--- config.mk ---
export PLATFORM = sky130hd
export DESIGN_NAME = bus_uart_tx
export DESIGN_NICKNAME = d
export VERILOG_FILES = /design/src/rtl/bus_uart_tx_pkg.sv /design/src/rtl/uart_tx_fifo.sv /design/src/rtl/bus_uart_tx.sv
export SDC_FILE = /design/constraint.sdc
export NUM_CORES = 1
export LEC_CHECK = 0
export ABC_CLOCK_PERIOD_IN_PS = 8200
export CORE_MARGIN = 2
export CORE_UTILIZATION = 55
export CTS_CLUSTER_DIAMETER = 60
export DETAILED_ROUTE_END_ITERATION = 7
export PLACE_DENSITY = 0.8
export SYNTH_ARGS = -nofsm -noshare
export SYNTH_HDL_FRONTEND = slang
export SYNTH_SLANG_ARGS = --single-unit
--- constraint.sdc ---
create_clock -name clk -period 8.2 [get_ports clk]
set_input_delay 0.82 -clock clk [delete_from_list [all_inputs] [get_ports clk]]
set_output_delay 0.82 -clock clk [all_outputs]
set_load 0.05 [all_outputs]
--- src/rtl/bus_uart_tx_pkg.sv ---
// Shared definitions for the bus-attached UART transmitter.
//   - Register word indices, decoded from bus_addr[3:2]
//   - STATUS bit positions
//   - Transmit FSM state encoding
//   - Frame constant (data bits per 8N1 frame)
package bus_uart_tx_pkg;

    localparam logic [1:0] REG_TXDATA  = 2'd0;
    localparam logic [1:0] REG_STATUS  = 2'd1;
    localparam logic [1:0] REG_BAUDDIV = 2'd2;

    localparam int unsigned STATUS_FULL  = 0;
    localparam int unsigned STATUS_EMPTY = 1;
    localparam int unsigned STATUS_BUSY  = 2;
    localparam int unsigned STATUS_OVF   = 3;

    localparam int unsigned DATA_BITS = 8;

    typedef enum logic [1:0] {
        StIdle,
        StStart,
        StData,
        StStop
    } tx_state_e;

endpackage

--- src/rtl/uart_tx_fifo.sv ---
// Synchronous FIFO with first-word-fall-through output.
//   clk, rst : clock and synchronous active-high reset (flushes contents)
//   push,din : write request and data; accepted when not full or when popping
//   pop      : read request; ignored when empty
//   dout     : head entry, valid whenever empty is low
//   level    : entry count, 0..DEPTH
//   full     : level == DEPTH
//   empty    : level == 0
module uart_tx_fifo #(
    parameter int unsigned WIDTH = 8,
    parameter int unsigned DEPTH = 16
) (
    input  logic                     clk,
    input  logic                     rst,
    input  logic                     push,
    input  logic                     pop,
    input  logic [WIDTH-1:0]         din,
    output logic [WIDTH-1:0]         dout,
    output logic [$clog2(DEPTH):0]   level,
    output logic                     full,
    output logic                     empty
);

    localparam int unsigned PTR_W = $clog2(DEPTH);
    localparam int unsigned LVL_W = $clog2(DEPTH) + 1;

    logic [WIDTH-1:0] mem_q [DEPTH];
    logic [PTR_W-1:0] wr_ptr_q, wr_ptr_d;
    logic [PTR_W-1:0] rd_ptr_q, rd_ptr_d;
    logic [LVL_W-1:0] level_q, level_d;
    logic             push_ok;
    logic             pop_ok;

    assign full    = (level_q == LVL_W'(DEPTH));
    assign empty   = (level_q == '0);
    assign pop_ok  = pop & ~empty;
    // When full, a same-cycle pop frees the head slot, which is also the write slot.
    assign push_ok = push & (~full | pop_ok);
    assign dout    = mem_q[rd_ptr_q];
    assign level   = level_q;

    always_comb begin
        wr_ptr_d = wr_ptr_q;
        rd_ptr_d = rd_ptr_q;
        level_d  = level_q;
        if (push_ok) begin
            wr_ptr_d = wr_ptr_q + PTR_W'(1);
        end
        if (pop_ok) begin
            rd_ptr_d = rd_ptr_q + PTR_W'(1);
        end
        if (push_ok && !pop_ok) begin
            level_d = level_q + LVL_W'(1);
        end else if (!push_ok && pop_ok) begin
            level_d = level_q - LVL_W'(1);
        end
    end

    always_ff @(posedge clk) begin
        if (rst) begin
            wr_ptr_q <= '0;
            rd_ptr_q <= '0;
            level_q  <= '0;
        end else begin
            wr_ptr_q <= wr_ptr_d;
            rd_ptr_q <= rd_ptr_d;
            level_q  <= level_d;
        end
    end

    // Storage needs no reset; the pointers define what is valid.
    always_ff @(posedge clk) begin
        if (push_ok) begin
            mem_q[wr_ptr_q] <= din;
        end
    end

endmodule

--- src/rtl/bus_uart_tx.sv ---
// Memory-mapped 8N1 UART transmitter.
//   clk, rst      : system clock, synchronous active-high reset
//   sel           : chip select from the address decoder
//   bus_re        : read strobe; bus_rdata is zero unless sel && bus_re
//   bus_we        : byte-lane write strobes
//   bus_addr      : byte address, word index in [3:2]
//   bus_wdata     : write data
//   bus_rdata     : combinational read data
//   uart_tx       : serial output, idle high
//   irq           : high while the FIFO is empty and the transmitter is idle
// Registers: 0 TXDATA (push), 1 STATUS, 2 BAUDDIV (clocks per bit minus one), 3 reserved.
module bus_uart_tx
    import bus_uart_tx_pkg::*;
#(
    parameter int unsigned FIFO_DEPTH  = 16,
    parameter logic [15:0] DEFAULT_DIV = 16'd433
) (
    input  logic        clk,
    input  logic        rst,
    input  logic        sel,
    input  logic        bus_re,
    input  logic [3:0]  bus_we,
    input  logic [31:0] bus_addr,
    input  logic [31:0] bus_wdata,
    output logic [31:0] bus_rdata,
    output logic        uart_tx,
    output logic        irq
);

    localparam int unsigned LVL_W = $clog2(FIFO_DEPTH) + 1;

    logic [1:0]       reg_idx;
    logic             push_req;
    logic             push;
    logic             pop;
    logic             ovf_clr;
    logic [7:0]       fifo_dout;
    logic [LVL_W-1:0] fifo_level;
    logic [LVL_W-1:0] level_next;
    logic             fifo_full;
    logic             fifo_empty;
    logic             baud_tick;
    logic [31:0]      status_word;
    logic             unused_bus;

    tx_state_e   state_q, state_d;
    logic [15:0] baud_cnt_q, baud_cnt_d;
    logic [2:0]  bit_cnt_q, bit_cnt_d;
    logic [7:0]  shift_q, shift_d;
    logic        tx_q, tx_d;
    logic        irq_q, irq_d;
    logic [15:0] baud_div_q, baud_div_d;
    logic        ovf_q, ovf_d;

    assign reg_idx    = bus_addr[3:2];
    assign unused_bus = ^{bus_addr[31:4], bus_addr[1:0], bus_wdata[31:16], bus_we[3:2]};

    assign push_req = sel & bus_we[0] & (reg_idx == REG_TXDATA);
    assign push     = push_req & (~fifo_full | pop);
    assign ovf_clr  = sel & bus_we[0] & (reg_idx == REG_STATUS) & bus_wdata[STATUS_OVF];

    uart_tx_fifo #(
        .WIDTH (8),
        .DEPTH (FIFO_DEPTH)
    ) u_fifo (
        .clk   (clk),
        .rst   (rst),
        .push  (push),
        .pop   (pop),
        .din   (bus_wdata[7:0]),
        .dout  (fifo_dout),
        .level (fifo_level),
        .full  (fifo_full),
        .empty (fifo_empty)
    );

    assign baud_tick = (baud_cnt_q == '0);

    // Transmit FSM. The line value is registered alongside the state, so each
    // transition also decides what uart_tx shows for the coming bit.
    always_comb begin
        state_d    = state_q;
        baud_cnt_d = baud_cnt_q;
        bit_cnt_d  = bit_cnt_q;
        shift_d    = shift_q;
        tx_d       = tx_q;
        pop        = 1'b0;
        case (state_q)
            StIdle: begin
                if (!fifo_empty) begin
                    pop        = 1'b1;
                    shift_d    = fifo_dout;
                    baud_cnt_d = baud_div_q;
                    state_d    = StStart;
                    tx_d       = 1'b0;
                end
            end
            StStart: begin
                if (baud_tick) begin
                    baud_cnt_d = baud_div_q;
                    bit_cnt_d  = '0;
                    state_d    = StData;
                    tx_d       = shift_q[0];
                end else begin
                    baud_cnt_d = baud_cnt_q - 16'd1;
                end
            end
            StData: begin
                if (baud_tick) begin
                    baud_cnt_d = baud_div_q;
                    if (bit_cnt_q == 3'(DATA_BITS - 1)) begin
                        state_d = StStop;
                        tx_d    = 1'b1;
                    end else begin
                        bit_cnt_d = bit_cnt_q + 3'd1;
                        shift_d   = shift_q >> 1;
                        tx_d      = shift_q[1];
                    end
                end else begin
                    baud_cnt_d = baud_cnt_q - 16'd1;
                end
            end
            StStop: begin
                if (baud_tick) begin
                    if (!fifo_empty) begin
                        // Chain straight into the next frame with no idle gap.
                        pop        = 1'b1;
                        shift_d    = fifo_dout;
                        baud_cnt_d = baud_div_q;
                        state_d    = StStart;
                        tx_d       = 1'b0;
                    end else begin
                        state_d = StIdle;
                        tx_d    = 1'b1;
                    end
                end else begin
                    baud_cnt_d = baud_cnt_q - 16'd1;
                end
            end
            default: begin
                state_d = StIdle;
                tx_d    = 1'b1;
            end
        endcase
    end

    // Register file next state and post-edge interrupt condition.
    always_comb begin
        baud_div_d = baud_div_q;
        if (sel && (reg_idx == REG_BAUDDIV)) begin
            if (bus_we[0]) begin
                baud_div_d[7:0] = bus_wdata[7:0];
            end
            if (bus_we[1]) begin
                baud_div_d[15:8] = bus_wdata[15:8];
            end
        end

        ovf_d = ovf_q;
        if (push_req && !push) begin
            ovf_d = 1'b1;
        end else if (ovf_clr) begin
            ovf_d = 1'b0;
        end

        // irq reflects the FIFO and FSM as they will be after this edge.
        level_next = fifo_level + LVL_W'(push) - LVL_W'(pop);
        irq_d      = (level_next == '0) && (state_d == StIdle);
    end

    always_ff @(posedge clk) begin
        if (rst) begin
            state_q    <= StIdle;
            baud_cnt_q <= '0;
            bit_cnt_q  <= '0;
            shift_q    <= '0;
            tx_q       <= 1'b1;
            irq_q      <= 1'b1;
            baud_div_q <= DEFAULT_DIV;
            ovf_q      <= 1'b0;
        end else begin
            state_q    <= state_d;
            baud_cnt_q <= baud_cnt_d;
            bit_cnt_q  <= bit_cnt_d;
            shift_q    <= shift_d;
            tx_q       <= tx_d;
            irq_q      <= irq_d;
            baud_div_q <= baud_div_d;
            ovf_q      <= ovf_d;
        end
    end

    assign uart_tx = tx_q;
    assign irq     = irq_q;

    always_comb begin
        status_word               = '0;
        status_word[STATUS_FULL]  = fifo_full;
        status_word[STATUS_EMPTY] = fifo_empty;
        status_word[STATUS_BUSY]  = ~fifo_empty | (state_q != StIdle);
        status_word[STATUS_OVF]   = ovf_q;
        status_word[15:8]         = 8'(fifo_level);
    end

    always_comb begin
        bus_rdata = '0;
        if (sel && bus_re) begin
            case (reg_idx)
                REG_STATUS:  bus_rdata = status_word;
                REG_BAUDDIV: bus_rdata = {16'h0000, baud_div_q};
                default:     bus_rdata = '0;
            endcase
        end
    end

endmodule

==> metrics.md, run 1 <==
| Metric | Value |
|---|---|
| Status | finished, final reports clean |
| Port Buf Inserts | 41 |
| Core area | 0.01641 mm² |
| Clock buffer depth | 2 |
| CTS tree | done |
| P_leak | 0.003508 µW |
| CTS Hold Bufs | 0 |
| Final-report setup violation count | 0 |
| Ports | between 100 and 150 |
| Mapped Cells | 718 |
| Routability cong. | between 0.8 and 0.9 |
| Crit path time final | 4.058 ns |
| Most frequent cells in the layout | edfxtp_1, dfxtp_1, nand2_1 |
| CP endpoint kind | output pin |
| Setup TNS | 0 ns |
| Synth Flop Type | edfxtp_1 |
| Comb power frac | 0.346 |
| Area fraction in compound gates after synthesis | 0.1019 |
| # Post-CTS Setup Buffers | 0 |
| Post-synthesis cell type count | 69 |
| Largest family of logic cells by synthesized area | simple AND/OR/NAND/NOR gates |
| Post-Route Skew | 0.008796 ns |
| CTS Root Cell | clkbuf_16 |
| Clock Sinks | between 150 and 200 |
| Switching power | about 1100 µW |
| Fmax | 246.5 MHz |
| CP arrival | 3.24 ns |
| Vias in the first global route | 6019 |
| Pin count of the biggest net entering global routing | 56 |
| Layout cells sized above 1 | 0.1215 |
| Rel. slew slack | 0.3382 |
| Mux cell area share after synthesis | 0.1102 |
| Final nets | 846 |
| Post-synth design cell area | 0.009119 mm² |
| Cts repair resizes | 0 |
| Clock power share | 0.279 |
| RSZ-0062 raised after global routing | no |
| GR Util All Layers | 0.2378 |
| Yosys warnings | 0 |
| Internal cell power | just over 2000 µW |
| Simple-Gate Fraction of Synth Area | 0.1236 |
| Antenna-violating nets left | 0 |
| H-tree Lvls | 4 |
| HPWL Detailed | 13.38 mm |
| Adder and majority gate portion of the synthesized area | 0.04281 |
| Row cnt | 47 |
| DRC | 0 |
| TritonCTS Buffers | 17 |
| Post-layout util | 0.6247 |
| FF+latch count, synth | 193 |
| Via Count | ~6000 |
| Die area | 0.01763 mm² |
| Switching share of power | 0.3565 |
| Max cap viols | 0 |
| Power Dens Cells | 304.8 mW/mm² |
| Die Width | 132.8 µm |
| Seq pwr share | 0.375 |
| Seq/Total Area, Yosys | 0.5642 |
| First-pass GRT wire length | 32.46 mm |
| Clock Latency Late Sink | roughly 0.44 ns |
| Xor/xnor cell area share of the yosys netlist | 0.01729 |
| Avg Synthesized Cell Area | 12.70 µm² |
| Kind of critical path | primary input to output pin |
| Clock-pin slew on the worst setup and hold paths | approximately 0.070 ns |
| Starting density of the core | 0.5558 |
| CP max FO | 14 |
| Initial antenna violation count | 0 |
| Area Overhead vs Synth | 12.40% |
| Startpoint types | primary input |
| Wire per inst | 20.83 µm |
| Chip height | 132.8 µm |
| Total gr overflow | 0 |
| Post-synth ARST share | 0 |
| WP data required | 7.38 ns |
| Worst Max-Slew Pin Slew | 0.9836 ns |
| Worst IR drop on VDD | 211.8 µV |
| DR iter-0 viols | 548 |
| Final Max Slew Viols | 0 |
| Fin crit share | 0.4948 |
| Number of antenna diodes | 0 |
| Most common cell after layout, fill and taps aside | edfxtp_1 |
| Post-synth EDFFs | 128 |
| First-pass DRT Iterations | 5 |
| Worst Hold Class | register to register |
| Vias/cell | between 6 and 7 |
| Final hold violation count | 0 |
| Routed WL | 20.35 mm |
[routing by layer]
layer	up-vias	track usage	wire length, µm
met1	3015	0.3148	8426
met4	0	0.07049	313
met5	-	0	0
met2	235	0.4016	10520
li1	2737	-	-
met3	33	0.04636	1090
[final timing paths]
| check | slack, ns | start | to | depth (start not counted) |
|---|---|---|---|---|
| setup / recovery | 4.14 | bus_addr[2] | bus_rdata[7] | 6 |
| hold / removal | 0.48 | bit_cnt_q[1] | bit_cnt_q[1] | 2 |
| setup reg to reg | 4.20 | baud_cnt_q[4] | irq | 14 |
| hold reg to reg | 0.48 | bit_cnt_q[1] | bit_cnt_q[1] | 2 |
[kinds of logic (layout without fill, tap and decap cells)]
group,Yosys count,after routing
adder cells (fa/ha/maj),30,30
buffers and inverters,75,99
multiplexers,59,59
flip-flops,193,193
other,1,16
XOR/XNOR,18,18
AND/OR/NAND/NOR,207,207
AO/OA/AOI/OAI,135,135
[Yosys cell counts, drive strengths merged, types with 2 or more instances]
cell,count,share of area
o31ai,3,0.0025
nand3,10,0.0055
o22ai,10,0.0069
a22oi,12,0.0099
and3,10,0.0069
fa,2,0.0044
a211o,2,0.0019
xnor2,13,0.012
or3,3,0.0021
a21boi,2,0.0021
nor2,48,0.020
edfxtp,128,0.42
nor4,7,0.0088
dfxtp,65,0.14
a21o,3,0.0025
and4,5,0.0051
nand2,52,0.021
nor3b,7,0.0058
o21ai,16,0.0088
nor3,11,0.0066
nand2b,8,0.0055
nand3b,7,0.0058
and2,12,0.0082
a221o,6,0.0066
a21oi,41,0.023
ha,28,0.038
a211oi,17,0.017
nor4b,2,0.0036
clkbuf,27,0.011
o2bb2ai,2,0.0019
o21a,2,0.0016
mux2i,25,0.027
nand4,5,0.0034
or4,4,0.0037
xor2,5,0.0048
mux4,33,0.082
a31oi,6,0.0041
nor2b,13,0.0089
inv,18,0.0074
buf,30,0.021
[worst max-delay path, cell delays in order]
cell,delay [ns]
clkdlybuf4s50_1,0.45
inv_1,0.10
ha_1,0.44
and3_1,0.42
and2_1,0.20
clkdlybuf4s50_1,0.80
[cell type report]
class,count,area [µm²]
multi-input cells,465,3670
clock inverters,15,201.4
flip-flops and latches,193,5145
inverters,18,67.56
clock buffers,17,425.4
repair buffers,49,465.4
fillers,1194,6157
well taps,220,275.3
[state kept, by name, indices dropped and copies added, names as in the netlist, named ones only]
signal / cells
uart_tx: 1
u_fifo.rd_ptr_q: 4
state_q: 2
bit_cnt_q: 3
baud_cnt_q: 16
u_fifo.mem_q: 128
ovf_q: 1
u_fifo.wr_ptr_q: 4
shift_q: 8
irq: 1
u_fifo.level: 5
baud_div_q: 16
[power groups by stage]
stage,combinational (µW),clock (µW),sequential (µW)
floorplan,841,0,1180
global placement,1010,0,1180
detailed placement,1060,0,1190
CTS,1070,878,1170
global route,1190,918,1180
finish,1080,871,1170
[metrics by stage]
step                hold WS, ns  setup slack [ns]  total power [µW]  std cells  instance area, µm²
floorplan                0.4356             5.038              2021        733                9175
global placement         0.4425             4.233              2192        945                9623
detailed placement       0.4671             4.185              2247        945                9623
CTS                      0.4772             4.172              3114        977               10250
global route             0.5166             4.054              3283        977               10250
finish                   0.4825             4.142              3125        977               10250
Note: power is estimated with default switching activity, not from simulation.
==> run 2: changes to the inputs <==
--- a/config.mk
+++ b/config.mk
@@ -5,12 +5,12 @@
 export SDC_FILE = /design/constraint.sdc
 export NUM_CORES = 1
 export LEC_CHECK = 0
-export ABC_CLOCK_PERIOD_IN_PS = 8200
+export ABC_CLOCK_PERIOD_IN_PS = 3650
 export CORE_MARGIN = 2
-export CORE_UTILIZATION = 55
+export CORE_UTILIZATION = 51
 export CTS_CLUSTER_DIAMETER = 60
 export DETAILED_ROUTE_END_ITERATION = 7
-export PLACE_DENSITY = 0.8
+export PLACE_DENSITY = 0.78
 export SYNTH_ARGS = -nofsm -noshare
 export SYNTH_HDL_FRONTEND = slang
 export SYNTH_SLANG_ARGS = --single-unit
==> constraint.sdc (replaced) <==
create_clock -name clk -period 3.65 [get_ports clk]
set_input_delay 0.365 -clock clk [delete_from_list [all_inputs] [get_ports clk]]
set_output_delay 0.365 -clock clk [all_outputs]
set_load 0.05 [all_outputs]
==> run 2 against run 1 <==
  * Final cell count up 1.5%
  * Sequential share of layout area down 0.29 points
  * Via count up 1.5%
  * Clock-buffer cell count unchanged
  * Non-clock buffer count up 10
  * Die area up 7.6%
  * Utilization down 3.3 points
==> metrics.md, run 2 (synthesis gave the netlist of run 1 again) <==
| Metric | Value |
|---|---|
| WHS | 0.2712 ns |
| Routability cong. | between 0.8 and 0.9 |
| Reg with most FFs | u_fifo.mem_q |
| Pin count of the biggest net entering global routing | 44 |
| Crit path time final | ~3.5 ns |
| CP arrival | 3.09 ns |
| Worst Max-Slew Pin Slew | 0.9000 ns |
| TritonCTS Buffers | 17 |
| CP max FO | 25 |
| Rel. slew slack | 0.3945 |
| Power Dens Cells | slightly below 700 mW/mm² |
| CP endpoint kind | output pin |
| Worst Hold Class | primary input to register |
| Worst Setup EP | bus_rdata[2] |
| Fin area | 0.01031 mm² |
| R2R Path Start | baud_cnt_q[0] |
| H-tree Lvls | 4 |
| CTS Root Cell | clkbuf_16 |
| HPWL Detailed | 13.83 mm |
| R2R depth | 17 |
| Routed WL | about 21 mm |
| Die Width | between 100 and 150 µm |
| Final Max Slew Viols | 0 |
| Post-Route Skew | roughly 0.016 ns |
| Chip height | between 100 and 150 µm |
| Top Metal Used | met4 |
| Status | finished, final reports clean |
| Multi-input gate area | ~0.0037 mm² |
| Layout cells sized above 1 | 0.1343 |
| Reg-to-reg endpoint | irq |
| FF-to-FF setup slack | 0.27 ns |
| Number of antenna diodes | 0 |
| Metal1 wirelength | 8.552 mm |
| Max reg flops | about 130 |
| Core area | 0.01742 mm² |
| Register Area | 0.005145 mm² |
| Initial antenna violation count | 0 |
| Vias in the first global route | 6049 |
| Crit path from | u_fifo.level[2] |
| Clock Sinks | 193 |
| Via Count | slightly above 6000 |
| Max cap viols | 0 |
| Total gr overflow | 0 |
| Die area | 0.01897 mm² |
| WP data required | 3.28 ns |
| GR Util All Layers | 0.2259 |
| Clock buffer depth | 2 |
| Post-DP Area | between 0.009 and 0.01 mm² |
| Port Buf Inserts | 41 |
| Ports | around 110 |
| Most frequent cells in the layout | edfxtp_1, dfxtp_1, nand2_1 |
| Wire per inst | 20.87 µm |
| Final nets | 856 |
| P_leak | 0.003545 µW |
| RSZ-0062 raised after global routing | no |
| Met3 routed WL | approximately 1.1 mm |
| Clock Latency Late Sink | 0.44 ns |
| DR iter-0 viols | 572 |
| Fmax | between 200 and 300 MHz |
| Clock-pin slew on the worst setup and hold paths | about 0.07 ns |
| # fillers | 1349 |
| Final hold violation count | 0 |
| Starting density of the core | 0.5236 |
| Fin crit share | 0.9473 |
| Top Registers | u_fifo.mem_q x128, baud_cnt_q x16, baud_div_q x16 |
| First-pass GRT wire length | 32.01 mm |
| Met2 wire len | 10.70 mm |
| Startpoint types | register |
| Final-report setup violation count | 0 |
| Setup TNS | 0 ns |
| CTS tree | done |
| Most common cell after layout, fill and taps aside | edfxtp_1 |
| Row cnt | 48 |
| DRC | 0 |
| Area Overhead vs Synth | 13.06% |
| First-pass DRT Iterations | 7 |
| Vias/cell | 6.159 |
| Antenna-violating nets left | 0 |
| Kind of critical path | register to output pin |
| CTS Hold Bufs | 0 |
| Worst IR drop on VDD | 422.0 µV |
-- run 2: worst min-delay path by stage --
stage,from,end,slack [ns],cells after the start
final,rst,shift_q[7],0.27,2
after global routing,rst,bit_cnt_q[1],0.30,2
after CTS,rst,bit_cnt_q[0],0.25,2
after detailed placement,bit_cnt_q[2],bit_cnt_q[2],0.45,2
after global placement,bit_cnt_q[1],bit_cnt_q[1],0.44,2
after floorplan,bit_cnt_q[1],bit_cnt_q[1],0.44,2
-- run 2: where the power goes --
part           total, µW  internal, µW  switching [µW]
Sequential          2630          2470             167
Clock               1820           921             901
Combinational       2510          1050            1460
-- run 2: worst max-delay path, stage by stage (launching register included) --
cell	delay, ns
dfxtp_1	0.39
inv_1	0.12
ha_1	0.22
nor4b_4	0.31
buf_4	0.42
nand2_1	0.18
a22oi_1	0.22
nor2_1	0.07
clkdlybuf4s50_1	0.72
-- run 2: per-layer routing --
| metal | global-route usage | up-vias |
|---|---|---|
| li1 | - | 2765 |
| met1 | 0.2980 | 3088 |
| met2 | 0.3842 | 221 |
| met3 | 0.03863 | 36 |
| met4 | 0.06916 | 0 |
| met5 | 0 | - |
-- run 2: timing repair --
item,CTS,global route
resized for setup,0,4
buffers inserted,0,2
setup endpoints to repair,0,2
endpoints found under the hold margin,0,0
-- run 2: per-stage QoR --
| stage | total power, µW | setup WS, ns | util | instances |
|---|---|---|---|---|
| 2_1_floorplan | 4539 | 0.4878 | - | 733 |
| 3_3_place_gp | 4980 | 0.2262 | 0.5563 | 958 |
| 3_5_place_dp | 5086 | 0.1027 | 0.5563 | 958 |
| 4_1_cts | 6899 | 0.06724 | 0.5898 | 990 |
| 5_1_grt | 7301 | 0.04984 | 0.5920 | 992 |
| 6_report | 6969 | 0.1923 | 0.5920 | 992 |
-- run 2: area by class of cell --
class | instances | share of cell area
clock buffers | 17 | 0.04126
multi-input cells | 465 | 0.3581
flip-flops and latches | 193 | 0.4990
inverters | 18 | 0.006553
well taps | 225 | 0.02731
repair buffers | 59 | 0.05243
clock inverters | 15 | 0.01529
==> run 3: changes to the inputs <==
--- a/config.mk
+++ b/config.mk
@@ -5,12 +5,13 @@
 export SDC_FILE = /design/constraint.sdc
 export NUM_CORES = 1
 export LEC_CHECK = 0
-export ABC_CLOCK_PERIOD_IN_PS = 3650
+export ABC_AREA = 1
+export ABC_CLOCK_PERIOD_IN_PS = 2960
 export CORE_MARGIN = 2
 export CORE_UTILIZATION = 51
 export CTS_CLUSTER_DIAMETER = 60
 export DETAILED_ROUTE_END_ITERATION = 7
-export PLACE_DENSITY = 0.78
+export PLACE_DENSITY = 0.77
 export SYNTH_ARGS = -nofsm -noshare
 export SYNTH_HDL_FRONTEND = slang
 export SYNTH_SLANG_ARGS = --single-unit
==> constraint.sdc (replaced) <==
create_clock -name clk -period 2.96 [get_ports clk]
set_input_delay 0.296 -clock clk [delete_from_list [all_inputs] [get_ports clk]]
set_output_delay 0.296 -clock clk [all_outputs]
set_load 0.05 [all_outputs]
==> run 3 against run 2 <==
  * Via count up 22%
  * Critical path depth increased by 12
  * Critical path type is now register to register
  * Final cell count rose by 37%
  * Clock-buffer cell count is 2 higher
  * Critical endpoint is now u_fifo.level[4]
  * Hold slack better by 0.20 ns
  * Largest power group is now combinational cells
==> metrics.md, run 3 <==
| Metric | Value |
|---|---|
| Worst IR drop on VDD | 611.6 µV |
| Seq/Total Area, Yosys | 0.5418 |
| Crit path time final | between 2 and 3 ns |
| GR met1 Demand/Resource | 0.2924 |
| Fin crit share | 0.9386 |
| Yosys warnings | 0 |
| Final hold violation count | 0 |
| Via Count | 7457 |
| Worst Max-Slew Pin Slew | 0.8417 ns |
| Vias/cell | between 5 and 6 |
| Max cap viols | 0 |
| Most common cell in the netlist | nand2_1 |
| Fmax | 359.9 MHz |
| Clock Sinks | 193 |
| Power Dens Cells | 902.8 mW/mm² |
| Final nets | 1218 |
| Cell taking the most area after synthesis | edfxtp_1 |
| Post-Route Skew | 0.01015 ns |
| WP data required | 3.29 ns |
| Post-synth design cell area | 0.009497 mm² |
| Area contributors post-synth | edfxtp_1, dfxtp_1, nand2_1, nor2_1, o21ai_0 |
| DRC | 0 |
| FF+latch count, synth | 193 |
| Synth Flop Type | edfxtp_1 |
| Clock power share | 0.232 |
| Post-synth ARST share | 0 |
| Initial antenna violation count | 0 |
| Post-synthesis cell type count | 35 |
| Number of antenna diodes | 0 |
| Core area | between 0.015 and 0.02 mm² |
| Die Width | 140.5 µm |
| Avg Synthesized Cell Area | 8.968 µm² |
| GR Util All Layers | 0.2310 |
| Area Overhead vs Synth | 14.30% |
| CTS tree | done |
| Most common cell after layout, fill and taps aside | nand2_1 |
| H-tree Lvls | 4 |
| Most frequent cells in the layout | nand2_1, nor2_1, edfxtp_1 |
| Kind of critical path | register to register |
| Reg with most FFs | u_fifo.mem_q |
| Status | finished, final reports clean |
| Antenna-violating nets left | 0 |
| Setup TNS | 0 ns |
| R2R depth | 20 |
| Routability cong. | 0.9134 |
| GR Util met3 | 0.04581 |
| Vias in the first global route | 7171 |
| Clock-pin slew on the worst setup and hold paths | ~0.070 ns |
| CP endpoint kind | register |
| CTS Root Cell | clkbuf_16 |
| Tot Pwr | 9799 µW |
| M2 GR Usage | 0.3960 |
| RSZ-0062 raised after global routing | yes |
| Die area | 0.01973 mm² |
| Starting density of the core | 0.5233 |
| First-pass DRT Iterations | 5 |
| First-pass GRT wire length | between 30 and 40 mm |
| Comb power frac | 0.424 |
| Seq pwr share | 0.344 |
| Max reg flops | ~130 |
| Layout cells sized above 1 | 0.1160 |
| Clock buffer depth | 2 |
| Rel. slew slack | 0.4382 |
| CTS Hold Bufs | 0 |
| Switching power | 4036 µW |
| Post-synth top cells | nand2_1, nor2_1, edfxtp_1, inv_1, o21ai_0 |
| Top Registers | u_fifo.mem_q x128, baud_cnt_q x16, baud_div_q x16 |
| P_leak | 0.004316 µW |
| CP max FO | 5 |
| Layer with the highest usage | met2 |
| Mapped Cells | 1059 |
| Post-synth EDFFs | ~130 |
| Total gr overflow | 0 |
| Switching share of power | 0.4119 |
| CP arrival | 3.11 ns |
| Wire per inst | roughly 16 µm |
| Startpoint types | register |
| Chip height | 140.5 µm |
| Final Max Slew Viols | 0 |
| Row cnt | between 40 and 50 |
| Pin count of the biggest net entering global routing | 37 |
| Clock Latency Late Sink | 0.44 ns |
| HPWL Detailed | 14.83 mm |
| DR iter-0 viols | just under 600 |
| Final-report setup violation count | 0 |
| TritonCTS Buffers | 17 |
| Routed WL | between 20 and 25 mm |
| Top-area cell type share of the netlist area | 0.4047 |
| Ports | 106 |
| Port Buf Inserts | 41 |
| WHS | 0.4719 ns |
| Worst Hold Class | register to register |
| WHS Path Cells | 2 |
| Internal cell power | 5762 µW |
[run 3: power groups by stage]
stage / combinational (µW) / sequential [µW] / clock (µW)
detailed placement: 4050 / 3420 / 0
global route: 4660 / 3400 / 2400
global placement: 3950 / 3410 / 0
finish: 4160 / 3370 / 2270
floorplan: 3070 / 3370 / 0
CTS: 4080 / 3360 / 2290
[run 3: final timing paths]
check | end | startpoint | slack [ns]
max | u_fifo.level[4] | baud_cnt_q[6] | 0.18
min | shift_q[1] | shift_q[1] | 0.47
max reg2reg | u_fifo.level[4] | baud_cnt_q[6] | 0.18
min reg2reg | shift_q[1] | shift_q[1] | 0.47
[run 3: logic make-up (layout without fill, tap and decap cells)]
family | count (synthesis) | count (layout) | synth area share
flops | 193 | 193 | 0.5418
fa+ha+maj | 30 | 30 | 0.04111
other cells | 1 | 16 | 0.0003949
buf+inv | 159 | 214 | 0.07523
xor+xnor | 19 | 19 | 0.01752
compound gates | 199 | 199 | 0.1138
simple gates | 458 | 458 | 0.2101
[run 3: metrics by stage]
step,area [µm²],worst slack [ns],instances,utilization
after global routing,10850,-0.01074,1358,0.5981
after floorplan,9553,0.05294,1074,-
final,10850,0.1817,1358,0.5981
after detailed placement,10230,0.01317,1326,0.5640
after CTS,10830,0.02372,1358,0.5966
after global placement,10230,0.06578,1326,0.5640
[run 3: worst max-delay path, stage by stage (launching register included)]
cell and delay (ns):
dfxtp_1 0.37, nor2_4 0.18, nand2_2 0.10, nor2_4 0.18, nand3_4 0.11, nand2_4 0.08
nand2_4 0.05, buf_4 0.15, nand2_4 0.07, nand2_4 0.05, inv_1 0.07, ha_2 0.20
inv_1 0.09, buf_4 0.14, ha_1 0.19, a21oi_1 0.13, nor2_1 0.06, o21ai_0 0.15
nand3_1 0.11, o21ai_1 0.13, a21oi_1 0.05
[run 3: what timing repair did]
action                     CTS  global route
setup endpoints to repair    0             3
gates resized for setup      0            13
buffers inserted             0             0
[run 3: final cells by class]
class | instances | area [µm²]
fillers | 1542 | 7293
multi-input cells | 722 | 3720
flip-flops and latches | 193 | 5147
inverters | 96 | 360.3
clock inverters | 13 | 138.9
clock buffers | 19 | 452.9
repair buffers | 86 | 748.2
well taps | 229 | 286.5
[run 3: routing by layer]
layer | routed length (µm) | vias up
met2 | 10830 | 279
li1 | - | 3655
met1 | 9301 | 3477
met3 | 1475 | 46
met5 | 0 | -
met4 | 561 | 0
